**config.mk**
```make
export PLATFORM = sky130hd
export DESIGN_NAME = seq_mult_csa
export DESIGN_NICKNAME = d
export VERILOG_FILES = /design/src/rtl/seq_mult_csa.sv
export SDC_FILE = /design/constraint.sdc
export NUM_CORES = 1
export LEC_CHECK = 0
export BUFFER_PORTS_ARGS = -buffer_cell sky130_fd_sc_hd__buf_2
export CAP_MARGIN = 30
export CORE_AREA = 2 2 210 212
export CTS_BUF_LIST = sky130_fd_sc_hd__clkbuf_8
export CTS_CLUSTER_SIZE = 28
export DETAILED_ROUTE_END_ITERATION = 12
export DIE_AREA = 0 0 212 214
export GPL_TIMING_DRIVEN = 0
export SLEW_MARGIN = 20
export SYNTH_ARGS = -nofsm -noshare
export SYNTH_HDL_FRONTEND = slang
export SYNTH_SLANG_ARGS = --single-unit
```
**constraint.sdc**
```tcl
create_clock -name clk -period 11.7 [get_ports clk]
set_clock_uncertainty 0.2 [all_clocks]
set_input_delay 0.585 -clock clk [delete_from_list [all_inputs] [get_ports clk]]
set_output_delay 0.585 -clock clk [all_outputs]
set_load 0.005 [all_outputs]
```
**src/rtl/seq_mult_csa.sv**
```systemverilog
// Iterative multiplier: retires BITS_PER_CYCLE multiplier bits per clock into a
// carry-save sum/carry pair, resolved with one carry-propagate add at the end.
module seq_mult_csa #(
    parameter int WIDTH          = 32,
    parameter int BITS_PER_CYCLE = 2,
    parameter int SIGNED_EN      = 1
) (
    input  logic                 clk,
    input  logic                 rst_n,
    input  logic                 in_valid,
    output logic                 in_ready,
    input  logic [WIDTH-1:0]     a,
    input  logic [WIDTH-1:0]     b,
    input  logic                 signed_mode,
    input  logic                 clear,
    output logic                 out_valid,
    input  logic                 out_ready,
    output logic [2*WIDTH-1:0]   p
);

    localparam int ITER = WIDTH / BITS_PER_CYCLE;
    localparam int CW   = (ITER > 1) ? $clog2(ITER) : 1;
    localparam int PW   = 2 * WIDTH;
    localparam logic [CW-1:0] LAST = CW'(ITER - 1);

    typedef enum logic [1:0] {IDLE, BUSY, DONE} state_t;

    state_t          r_state;
    state_t          w_stateNext;
    logic [CW-1:0]   r_cnt;
    logic [PW-1:0]   r_mcand;
    logic [PW-1:0]   r_sum;
    logic [PW-1:0]   r_carry;
    logic [PW-1:0]   r_p;
    logic [WIDTH-1:0] r_b;
    logic            r_signed;
    logic [PW-1:0]   w_sumNext;
    logic [PW-1:0]   w_carryNext;
    logic [PW-1:0]   w_pp;
    logic [PW-1:0]   w_maj;
    logic            w_negate;
    logic            w_last;

    assign w_last    = (r_state == BUSY) && (r_cnt == LAST);
    assign in_ready  = (r_state == IDLE);
    assign out_valid = (r_state == DONE);
    assign p         = r_p;

    always_ff @(posedge clk or negedge rst_n) begin
        if (!rst_n) r_state <= IDLE;
        else        r_state <= w_stateNext;
    end

    always_comb begin
        w_stateNext = r_state;
        if (clear) begin
            w_stateNext = IDLE;
        end else begin
            case (r_state)
                IDLE:    if (in_valid)        w_stateNext = BUSY;
                BUSY:    if (r_cnt == LAST)   w_stateNext = DONE;
                DONE:    if (out_ready)       w_stateNext = IDLE;
                default:                      w_stateNext = IDLE;
            endcase
        end
    end

    // Chain of full-adder rows; the signed MSB row is inverted and its +1 enters
    // the freed LSB of the final carry vector.
    always_comb begin
        w_sumNext   = r_sum;
        w_carryNext = r_carry;
        w_pp        = '0;
        w_maj       = '0;
        w_negate    = 1'b0;
        for (int j = 0; j < BITS_PER_CYCLE; j++) begin
            w_pp     = r_b[j] ? (r_mcand << j) : '0;
            w_negate = r_signed && (r_cnt == LAST) && (j == BITS_PER_CYCLE - 1);
            if (w_negate) w_pp = ~w_pp;
            w_maj       = (w_sumNext & w_carryNext) | (w_sumNext & w_pp) | (w_carryNext & w_pp);
            w_sumNext   = w_sumNext ^ w_carryNext ^ w_pp;
            w_carryNext = {w_maj[PW-2:0], w_negate};
        end
    end

    always_ff @(posedge clk or negedge rst_n) begin
        if (!rst_n) begin
            r_cnt    <= '0;
            r_mcand  <= '0;
            r_sum    <= '0;
            r_carry  <= '0;
            r_p      <= '0;
            r_b      <= '0;
            r_signed <= 1'b0;
        end else if (clear) begin
            r_cnt <= '0;
        end else begin
            case (r_state)
                IDLE: begin
                    if (in_valid) begin
                        r_signed <= (SIGNED_EN != 0) && signed_mode;
                        r_mcand  <= ((SIGNED_EN != 0) && signed_mode) ?
                                    {{WIDTH{a[WIDTH-1]}}, a} : {{WIDTH{1'b0}}, a};
                        r_b      <= b;
                        r_sum    <= '0;
                        r_carry  <= '0;
                        r_cnt    <= '0;
                    end
                end
                BUSY: begin
                    r_sum   <= w_sumNext;
                    r_carry <= w_carryNext;
                    r_mcand <= r_mcand << BITS_PER_CYCLE;
                    r_b     <= r_b >> BITS_PER_CYCLE;
                    if (w_last) begin
                        r_p   <= w_sumNext + w_carryNext;
                        r_cnt <= '0;
                    end else begin
                        r_cnt <= r_cnt + CW'(1);
                    end
                end
                default: ;
            endcase
        end
    end

endmodule

```
==> run metrics, run 1 <==
Synth Flop Type=dfrtp_1; Slew Viols, Final=0; Skew-Pair Late Insertion Delay=0.67 ns; Die Wd=212 um; Antenna Violating Nets Remaining=0; Cell Chain, Critical Path=ha_1 -> and3_1 -> clkbuf_1 -> nand2_1 -> clkbuf_1 -> buf_1 -> xnor2_1 -> fa_1 -> inv_1 -> ha_1 -> a211oi_1 -> o211ai_1 -> a221oi_2 -> o21ai_2 -> a211oi_2 -> o21ai_2 -> a31oi_1 -> xor2_1 -> o21ai_0; largest net degree at the start of global routing=94; Slew HR=0.364; area leader, netlist=dfrtp_1; worst setup path start=r_cnt[0]; synth warn=0; post-route setup slack=5.08 ns; initial DRC count=952; drt first pass iters=7; EDFF count, synth=0; pre-CTS setup slack=5.23 ns; Die Y=214 um; Setup Viol. Count Final=0; worst r2r src=r_cnt[0]; RSZ-0062 raised after global routing=false; fmax=0.151 GHz; Synth-to-Final Area Change=15.8%; result of the run=finished, final reports clean; final hold slack=0.0336 ns; Remaining Overflow, GRT=0; via density per instance=5.50; vias in the first global route=15.8k; final wirelength=55.0 mm; CP max stage cell=buf_1; Critical Path End Type=register; Syn Area/Cell=9.99 sq um; most frequent cells in the layout=303 x nand2_1, 295 x dfrtp_1, 184 x o21ai_0; Max rail drop VDD=89.1 uV; Setup crit start kind=register; Num CTS Buffers=54; CTS Root Buffer Type=clkbuf_8; ant diodes=0; # nets final=2,403; starting density of the core=0.446; sequential cell area fraction in the yosys report=0.386; Die Area=0.0454 sq mm; total nets after synthesis=2,175; Overall Global Routing Usage=0.248; drt wl/cell=19.9 um; biggest cell delay along the critical path=0.72 ns; # rows=76; CTS tree=done; setup TNS=0 ns; HP Class=input pin to register; Power Density=174 mW/mm^2; period utilization=0.566; Final Power=3.85 mW; CP Class=register to register; number of H-tree levels=2; fraction of layout cells with a size suffix above 1=0.119; commonest non-fill, non-tap cell in the layout=nand2_1; Non-Filler Instances=2,770; initial antenna violation count=0; share of the synthesized area in the top cell type=0.386; clk buf depth=3; first-pass GRT wire length=88.3 mm; Syn Inst Count=1,914; Min Clock Period, post-route=6.62 ns; hold path cells=3; hold_sp=b[21]; io pins=136; max_cap viols=0; crit path DAT=6.92 ns; Detailed Place HPWL=41.4 mm; CP Max Fanout=10; Final GP Congestion=0.889; Clock Sinks=295; ys async rst share=1.00; clk slew on worst S/H paths=0.06 ns; Synth cell types=75; Worst-Margin Slew=0.950 ns; register bit total from synthesis=295; leak pwr=10.6 nW; Port Buffers=134; CP required=12.00 ns; via count=15.2k; Hold Vio Cnt, Final=0; Synth Cell Area=0.0191 sq mm; largest cells by area after synthesis=dfrtp_1 39%, fa_1 13%, nand2_1 5.9%, o21ai_0 4.8%, ha_1 4.3%; DRC viols=0; placed cells=2,636; CORE AREA=0.0429 sq mm; number of cells on the worst reg-to-reg path=19
## worst max-delay path: cells and delay by family (launching register included)
kind	cells	cell delay, ns
compound gates	8	2.19
buf+inv	4	1.69
flops	1	0.43
simple gates	2	0.31
xor+xnor	2	0.48
fa+ha+maj	3	1.15
## where the power goes
group	switching, mW	leakage (nW)	internal [mW]	total, mW
Combinational	0.917	5.98	0.559	1.48
Sequential	0.135	3.96	1.16	1.29
Clock	0.478	0.659	0.600	1.08
## synth_stat cells, drive strengths merged (36+ instances only)
cell / count
dfrtp: 295
xor2: 75
mux2i: 62
nand2: 304
ha: 65
clkbuf: 98
a21oi: 89
fa: 126
and2: 68
nor2: 40
a22o: 92
o21ai: 200
xnor2: 50
inv: 85
a221o: 36
## stage by stage
step                      utilization  area [sq um]
after CTS                       0.516         22100
after global routing            0.516         22100
after floorplan                     -         19100
after global placement          0.478         20500
after detailed placement        0.481         20600
final                           0.516         22100
## cells by family after synthesis
family	synth area share
fa+ha+maj	0.174
compound gates	0.182
simple gates	0.124
flops	0.386
mux	0.0338
buf+inv	0.0421
xor+xnor	0.0573
## state kept, by name (all words and copies together), names as in the netlist
| register | cells |
|---|---|
| p | 64 |
| r_b | 32 |
| r_carry | 64 |
| r_cnt | 4 |
| r_mcand | 64 |
| r_signed | 1 |
| r_state | 2 |
| r_sum | 64 |
## path summary, 6_finish.rpt
check / endpoint / slack, ns
min: r_b[21] / 0.03
max in group asynchronous: r_mcand[24] / 9.51
min reg2reg: p[16] / 0.26
min in group asynchronous: r_sum[50] / 0.20
max: p[39] / 5.08
max reg2reg: p[39] / 5.08
## cell type report
cell class              count  area (sq um)
inverters                  85           319
repair buffers            172          1110
plain buffers             125           485
fillers                  4003         20800
multi-input cells        1409         10900
clock inverters            33           259
clock buffers              66           908
well taps                 585           732
flip-flops and latches    295          7380
## per-layer routing
| layer | up-vias | GRT usage | wire length [um] |
|---|---|---|---|
| met2 | 427 | 0.393 | 25500 |
| li1 | 7106 | - | - |
| met3 | 94 | 0.0421 | 2930 |
| met5 | - | 0 | 0 |
| met1 | 7619 | 0.345 | 24900 |
| met4 | 0 | 0.0826 | 1660 |
## what timing repair did
| action | in CTS | in global routing |
|---|---|---|
| hold buffers | 35 | 0 |
| resized for setup | 0 | 0 |
| buffers inserted | 0 | 0 |
| endpoints found under the hold margin | 79 | 0 |
Power figures use the tool's default switching activity.
==> run 2, diff against run 1 <==
==> constraint.sdc (replaced) <==
create_clock -name clk -period 5.9 [get_ports clk]
set_clock_uncertainty 0.2 [all_clocks]
set_input_delay 0.295 -clock clk [delete_from_list [all_inputs] [get_ports clk]]
set_output_delay 0.295 -clock clk [all_outputs]
set_load 0.005 [all_outputs]
==> run 2 against run 1 <==
Against the previous run:
- final cell count is 1.3% higher
- global-route usage is 0.46 points higher
- via count is 1.1% higher
- critical path type unchanged
- hold slack better by 0.20 ns
==> run metrics, run 2 (synthesized netlist as in run 1, its figures left out) <==
Setup Viol. Count Final=0 (unchanged); DRC viols=0 (unchanged); Detailed Place HPWL=41.4 mm (unchanged); crit path DAT=5.96 ns (-0.96 ns); most frequent cells in the layout=302 x nand2_1, 295 x dfrtp_1, 184 x o21ai_0; setup TNS=0 ns (unchanged); Overall Global Routing Usage=0.252 (+0.00462); CP Max Fanout=11 (+1); Remaining Overflow, GRT=0 (unchanged); ant diodes=0 (unchanged); Num CTS Buffers=54 (unchanged); Die Y=214 um (unchanged); first-pass GRT wire length=90.0 mm (+1.8%); CP required=6.18 ns (-5.82 ns); # rows=76 (unchanged); initial DRC count=998 (+4.8%); worst r2r src=r_cnt[0]; CTS Root Buffer Type=clkbuf_8; Skew-Pair Late Insertion Delay=0.67 ns (about the same); hold_sp=b[31]; largest net degree at the start of global routing=94 (unchanged); clk buf depth=3 (unchanged); via count=15.4k (+1.1%); leak pwr=10.8 nW (+1.8%); Die Area=0.0454 sq mm (unchanged); CTS tree=done; commonest non-fill, non-tap cell in the layout=nand2_1; Buf/Inv on CP=3 (-1); Clock Sinks=295 (unchanged); drt first pass iters=6 (-1); Max rail drop VDD=175 uV (+97%); CP Class=register to register; Power Density=339 mW/mm^2 (+95%); Slew Viols, Final=0 (unchanged); Hold Vio Cnt, Final=0 (unchanged); biggest cell delay along the critical path=0.59 ns (-0.13 ns); Critical Path End Type=register; Final GP Congestion=0.889 (unchanged); CORE AREA=0.0429 sq mm (unchanged); initial antenna violation count=0 (unchanged); result of the run=finished, final reports clean; Min Clock Period, post-route=5.67 ns (-0.947 ns); fmax=0.176 GHz (+17%); starting density of the core=0.446 (unchanged); clk slew on worst S/H paths=0.06 ns (about the same); Slew HR=0.369 (+0.00482); HP Class=input pin to register; vias in the first global route=16.1k (+2.1%); io pins=136 (unchanged); period utilization=0.961 (+0.396); max_cap viols=0 (unchanged); Cell Chain, Critical Path=ha_1 -> and3_1 -> clkbuf_1 -> nand2_4 -> buf_2 -> xnor2_1 -> fa_1 -> inv_1 -> fa_1 -> a21oi_1 -> o21ai_1 -> a31o_4 -> a211oi_1 -> o21a_1 -> o21ai_0 -> a21bo_2 -> xnor2_1 -> o21ai_0; drt wl/cell=19.8 um (about the same); Die Wd=212 um (unchanged); Worst-Margin Slew=0.943 ns (-0.00721 ns); CP max stage cell=fa_1; Util after Layout=0.526 (+0.0101); fraction of layout cells with a size suffix above 1=0.121 (+0.00161); Setup crit start kind=register; number of H-tree levels=2 (unchanged); worst setup path start=r_cnt[0]; CP top delay family=compound AO/OA/AOI/OAI gates; Antenna Violating Nets Remaining=0 (unchanged); Synth-to-Final Area Change=18.0%; via density per instance=5.49 (-0.25%); final wirelength=55.7 mm (+1.2%); setup bufs post-CTS=0 (unchanged); Port Buffers=134 (unchanged); # nets final=2,440 (+1.5%)
-- run 2: cell types whose count changed in the layout (fill, tap and decap cells not counted) --
cell,delta
a221oi_2,-1
a221oi_4,+1
buf_1,-5
buf_16,+1
buf_2,+2
clkbuf_1,-2
clkbuf_2,+3
dlygate4sd3_1,+38
nand2_1,-1
nand2_4,+1
o221ai_1,-1
o221ai_2,+1
-- run 2: path summary, 6_finish.rpt --
path / end / slack (ns) / cells after the start
min reg2reg: p[16] / 0.26 / 2
max in group asynchronous: r_b[29] / 3.70 / 6
min: r_b[31] / 0.23 / 4
min in group asynchronous: p[53] / 0.51 / 4
max reg2reg: p[36] / 0.23 / 18
max: p[36] / 0.23 / 18
-- run 2: cell type report --
class                   instances  area, sq um
plain buffers                 123          484
clock buffers                  66          908
clock inverters                33          259
fillers                      3940        20300
inverters                      85          319
multi-input cells            1409        11000
flip-flops and latches        295         7380
well taps                     585          732
repair buffers                211         1520
-- run 2: timing repair --
item | 4_1_cts | 5_1_grt
resized for setup | 3 | 6
pin swaps | 0 | 0
cloned | 0 | 0
setup endpoints to repair | 40 | 20
endpoints found under the hold margin | 207 | 0
hold buffers | 74 | 0
-- run 2: tightest hold or removal path, stage by stage --
cell	delay, ns
dlygate4sd3_1	0.53
buf_2	0.12
nand2_1	0.04
o21ai_0	0.06
-- run 2: report_power, final --
group	internal [mW]	leakage (nW)	switching, mW
sequential	2.30	3.96	0.275
clock	1.19	0.659	0.941
combinational	1.13	6.18	1.82
total	4.61	10.8	3.03
-- run 2: metal layers --
metal,vias to the layer above,track usage,wire (um)
met4,0,0.0833,1630
met3,95,0.0396,2780
met5,-,0,0
met1,7698,0.347,24900
met2,436,0.408,26300
li1,7182,-,-
-- run 2: per-stage QoR --
stage / setup slack, ns / area, sq um / power [mW] / cells / hold slack, ns
floorplan: 0.933 / 19100 / 4.56 / 1914 / -0.201
finish: 0.228 / 22600 / 7.65 / 2807 / 0.234
global placement: -1.47 / 20500 / 5.41 / 2633 / 0.253
CTS: 0.00952 / 22500 / 7.69 / 2808 / 0.176
global route: -0.000834 / 22600 / 8.16 / 2807 / 0.222
detailed placement: -0.570 / 20600 / 5.48 / 2636 / 0.0134
==> run 3, diff against run 2 <==
--- a/config.mk
+++ b/config.mk
@@ -6,7 +6,7 @@
 export NUM_CORES = 1
 export LEC_CHECK = 0
 export BUFFER_PORTS_ARGS = -buffer_cell sky130_fd_sc_hd__buf_2
-export CAP_MARGIN = 30
+export CAP_MARGIN = 20
 export CORE_AREA = 2 2 210 212
 export CTS_BUF_LIST = sky130_fd_sc_hd__clkbuf_8
 export CTS_CLUSTER_SIZE = 28
==> constraint.sdc (replaced) <==
create_clock -name clk -period 5.9 [get_ports clk]
set_clock_uncertainty 0.2 [all_clocks]
set_input_delay 0 -clock clk [delete_from_list [all_inputs] [get_ports clk]]
set_output_delay 0 -clock clk [all_outputs]
set_load 0.005 [all_outputs]
==> run 3 against run 2 <==
Against the previous run:
- register-to-register slack worse by 0.03 ns
- via count grew 2.3%
- non-clock buffer count is 63 higher
- routed wire length increased by 2.4%
- fmax fell by 0.45%
==> run metrics, run 3 (synthesized netlist as in run 1, its figures left out) <==
Remaining Overflow, GRT=0 (unchanged); fraction of layout cells with a size suffix above 1=0.118 (-0.00334); Clock Sinks=295 (unchanged); worst setup path start=r_cnt[0]; largest net degree at the start of global routing=94 (unchanged); post-route setup slack=0.203 ns (-0.0257 ns); DRC viols=0 (unchanged); number of cells on the worst reg-to-reg path=18 (unchanged); Max rail drop VDD=190 uV (+8.6%); clk slew on worst S/H paths=0.06 ns (about the same); io pins=136 (unchanged); pre-CTS setup slack=-0.570 ns (unchanged); period utilization=0.966 (+0.00435); Skew-Pair Late Insertion Delay=0.67 ns (about the same); biggest cell delay along the critical path=0.59 ns (about the same); final wirelength=57.0 mm (+2.4%); Antenna Violating Nets Remaining=0 (unchanged); hold_sp=b[0]; CTS tree=done; Synth-to-Final Area Change=21.3%; CP max stage cell=fa_1; Detailed Place HPWL=41.4 mm (unchanged); Die Y=214 um (unchanged); worst r2r src=r_cnt[0]; first-pass GRT wire length=92.3 mm (+2.6%); starting density of the core=0.446 (unchanged); initial antenna violation count=2 (+2); Slew Viols, Final=0 (unchanged); placed inst area=0.0206 sq mm (unchanged); Num CTS Buffers=54 (unchanged); leak pwr=11.1 nW (+2.4%); vias in the first global route=16.6k (+2.7%); CP Max Fanout=11 (unchanged); CP required=6.19 ns (about the same); RR Endpoint=p[36]; via count=15.8k (+2.3%); clk buf depth=3 (unchanged); HP Class=input pin to register; Setup Viol. Count Final=0 (unchanged); Worst Hold End=r_b[0]; via density per instance=5.49 (about the same); # fillers=3,875 (-1.6%); Cell Chain, Critical Path=ha_1 -> and3_1 -> clkbuf_1 -> nand2_4 -> buf_2 -> xnor2_1 -> fa_1 -> inv_1 -> fa_1 -> a21oi_1 -> o21ai_1 -> a31o_4 -> a211oi_1 -> o21a_1 -> o21ai_0 -> a21bo_2 -> xnor2_1 -> o21ai_0; Util after Layout=0.541 (+0.0148); Min Clock Period, post-route=5.70 ns (+0.0257 ns); Sequential Area=0.00738 sq mm (unchanged); CORE AREA=0.0429 sq mm (unchanged); fmax=0.176 GHz (-0.45%); Setup crit start kind=register; CTS Root Buffer Type=clkbuf_8; commonest non-fill, non-tap cell in the layout=nand2_1; drt wl/cell=19.9 um (+0.11%); Die Area=0.0454 sq mm (unchanged); result of the run=finished, final reports clean; Final GP Congestion=0.889 (unchanged); fin area=0.0232 sq mm (+2.8%); Die Wd=212 um (unchanged); most frequent cells in the layout=302 x nand2_1, 295 x dfrtp_1, 184 x o21ai_0; final hold slack=0.0397 ns (-0.194 ns); Hold Vio Cnt, Final=0 (unchanged); drt first pass iters=5 (-1); Overall Global Routing Usage=0.259 (+0.00666); setup slack, reg-to-reg=0.20 ns (-0.03 ns); crit path DAT=5.98 ns (+0.02 ns); Port Buffers=134 (unchanged); Critical Path End Type=register; hold path cells=4 (unchanged); # rows=76 (unchanged); max_cap viols=0 (unchanged); CP Class=register to register; # nets final=2,503 (+2.6%); initial DRC count=937 (-6.1%); Multi-input gate area=0.0110 sq mm (unchanged); Slew HR=0.357 (-0.0118); Worst-Margin Slew=0.961 ns (+0.0176 ns); number of H-tree levels=2 (unchanged); Power Density=331 mW/mm^2 (-2.2%)
run 3: cell types whose count changed in the layout (fill, tap and decap cells not counted):
cell,previous run,this run
diode_2,0,2
dlygate4sd3_1,73,136
run 3: stage by stage:
stage          total power [mW]  setup TNS, ns  std cells
2_1_floorplan              4.56              0       1914
3_3_place_gp               5.41        -344.81       2633
3_5_place_dp               5.48         -12.35       2636
4_1_cts                    7.72              0       2871
5_1_grt                    8.20      -0.000834       2872
6_report                   7.69              0       2872
run 3: per-layer routing:
metal,vias to the layer above,global-route usage,share of wire
met5,-,0,0
met4,0,0.0887,0.032
met3,108,0.0402,0.047
met2,428,0.422,0.47
met1,7921,0.352,0.45
li1,7310,-,-
run 3: area by class of cell:
class / instances / share of cell area
multi-input cells: 1409 / 0.472
flip-flops and latches: 295 / 0.318
repair buffers: 274 / 0.0928
clock buffers: 66 / 0.0392
well taps: 585 / 0.0316
plain buffers: 123 / 0.0209
inverters: 85 / 0.0138
clock inverters: 33 / 0.0112
diodes: 2 / 0.000216
run 3: worst max-delay path by stage:
stage / end / slack [ns] / cells past startpoint
after floorplan: p[43] / 0.93 / 19
after CTS: p[39] / 0.01 / 16
after global routing: p[36] / -0.0008 / 18
after global placement: r_b[11] / -1.18 / 1
after detailed placement: p[39] / -0.57 / 19
final: p[36] / 0.20 / 18
run 3: repair_timing:
item                                    4_1_cts  5_1_grt
endpoints found under the hold margin       296        0
setup buffers                                 0        0
endpoints found under the setup margin       40       20
hold buffers                                137        0
resized for setup                             3        6
run 3: critical path, delay by kind of cell, from the launching register on:
family / cells / cell delay [ns]
and+or+nand+nor: 2 / 0.42
xor gates and xnor gates: 2 / 0.46
DFF: 1 / 0.42
buffers and inverters: 3 / 0.81
adders and majority gates: 3 / 1.24
AOI/OAI and AO/OA: 8 / 1.98
run 3: where the power goes:
group | switching [mW] | internal, mW
combinational | 1.83 | 1.15
sequential | 0.278 | 2.30
clock | 0.943 | 1.19
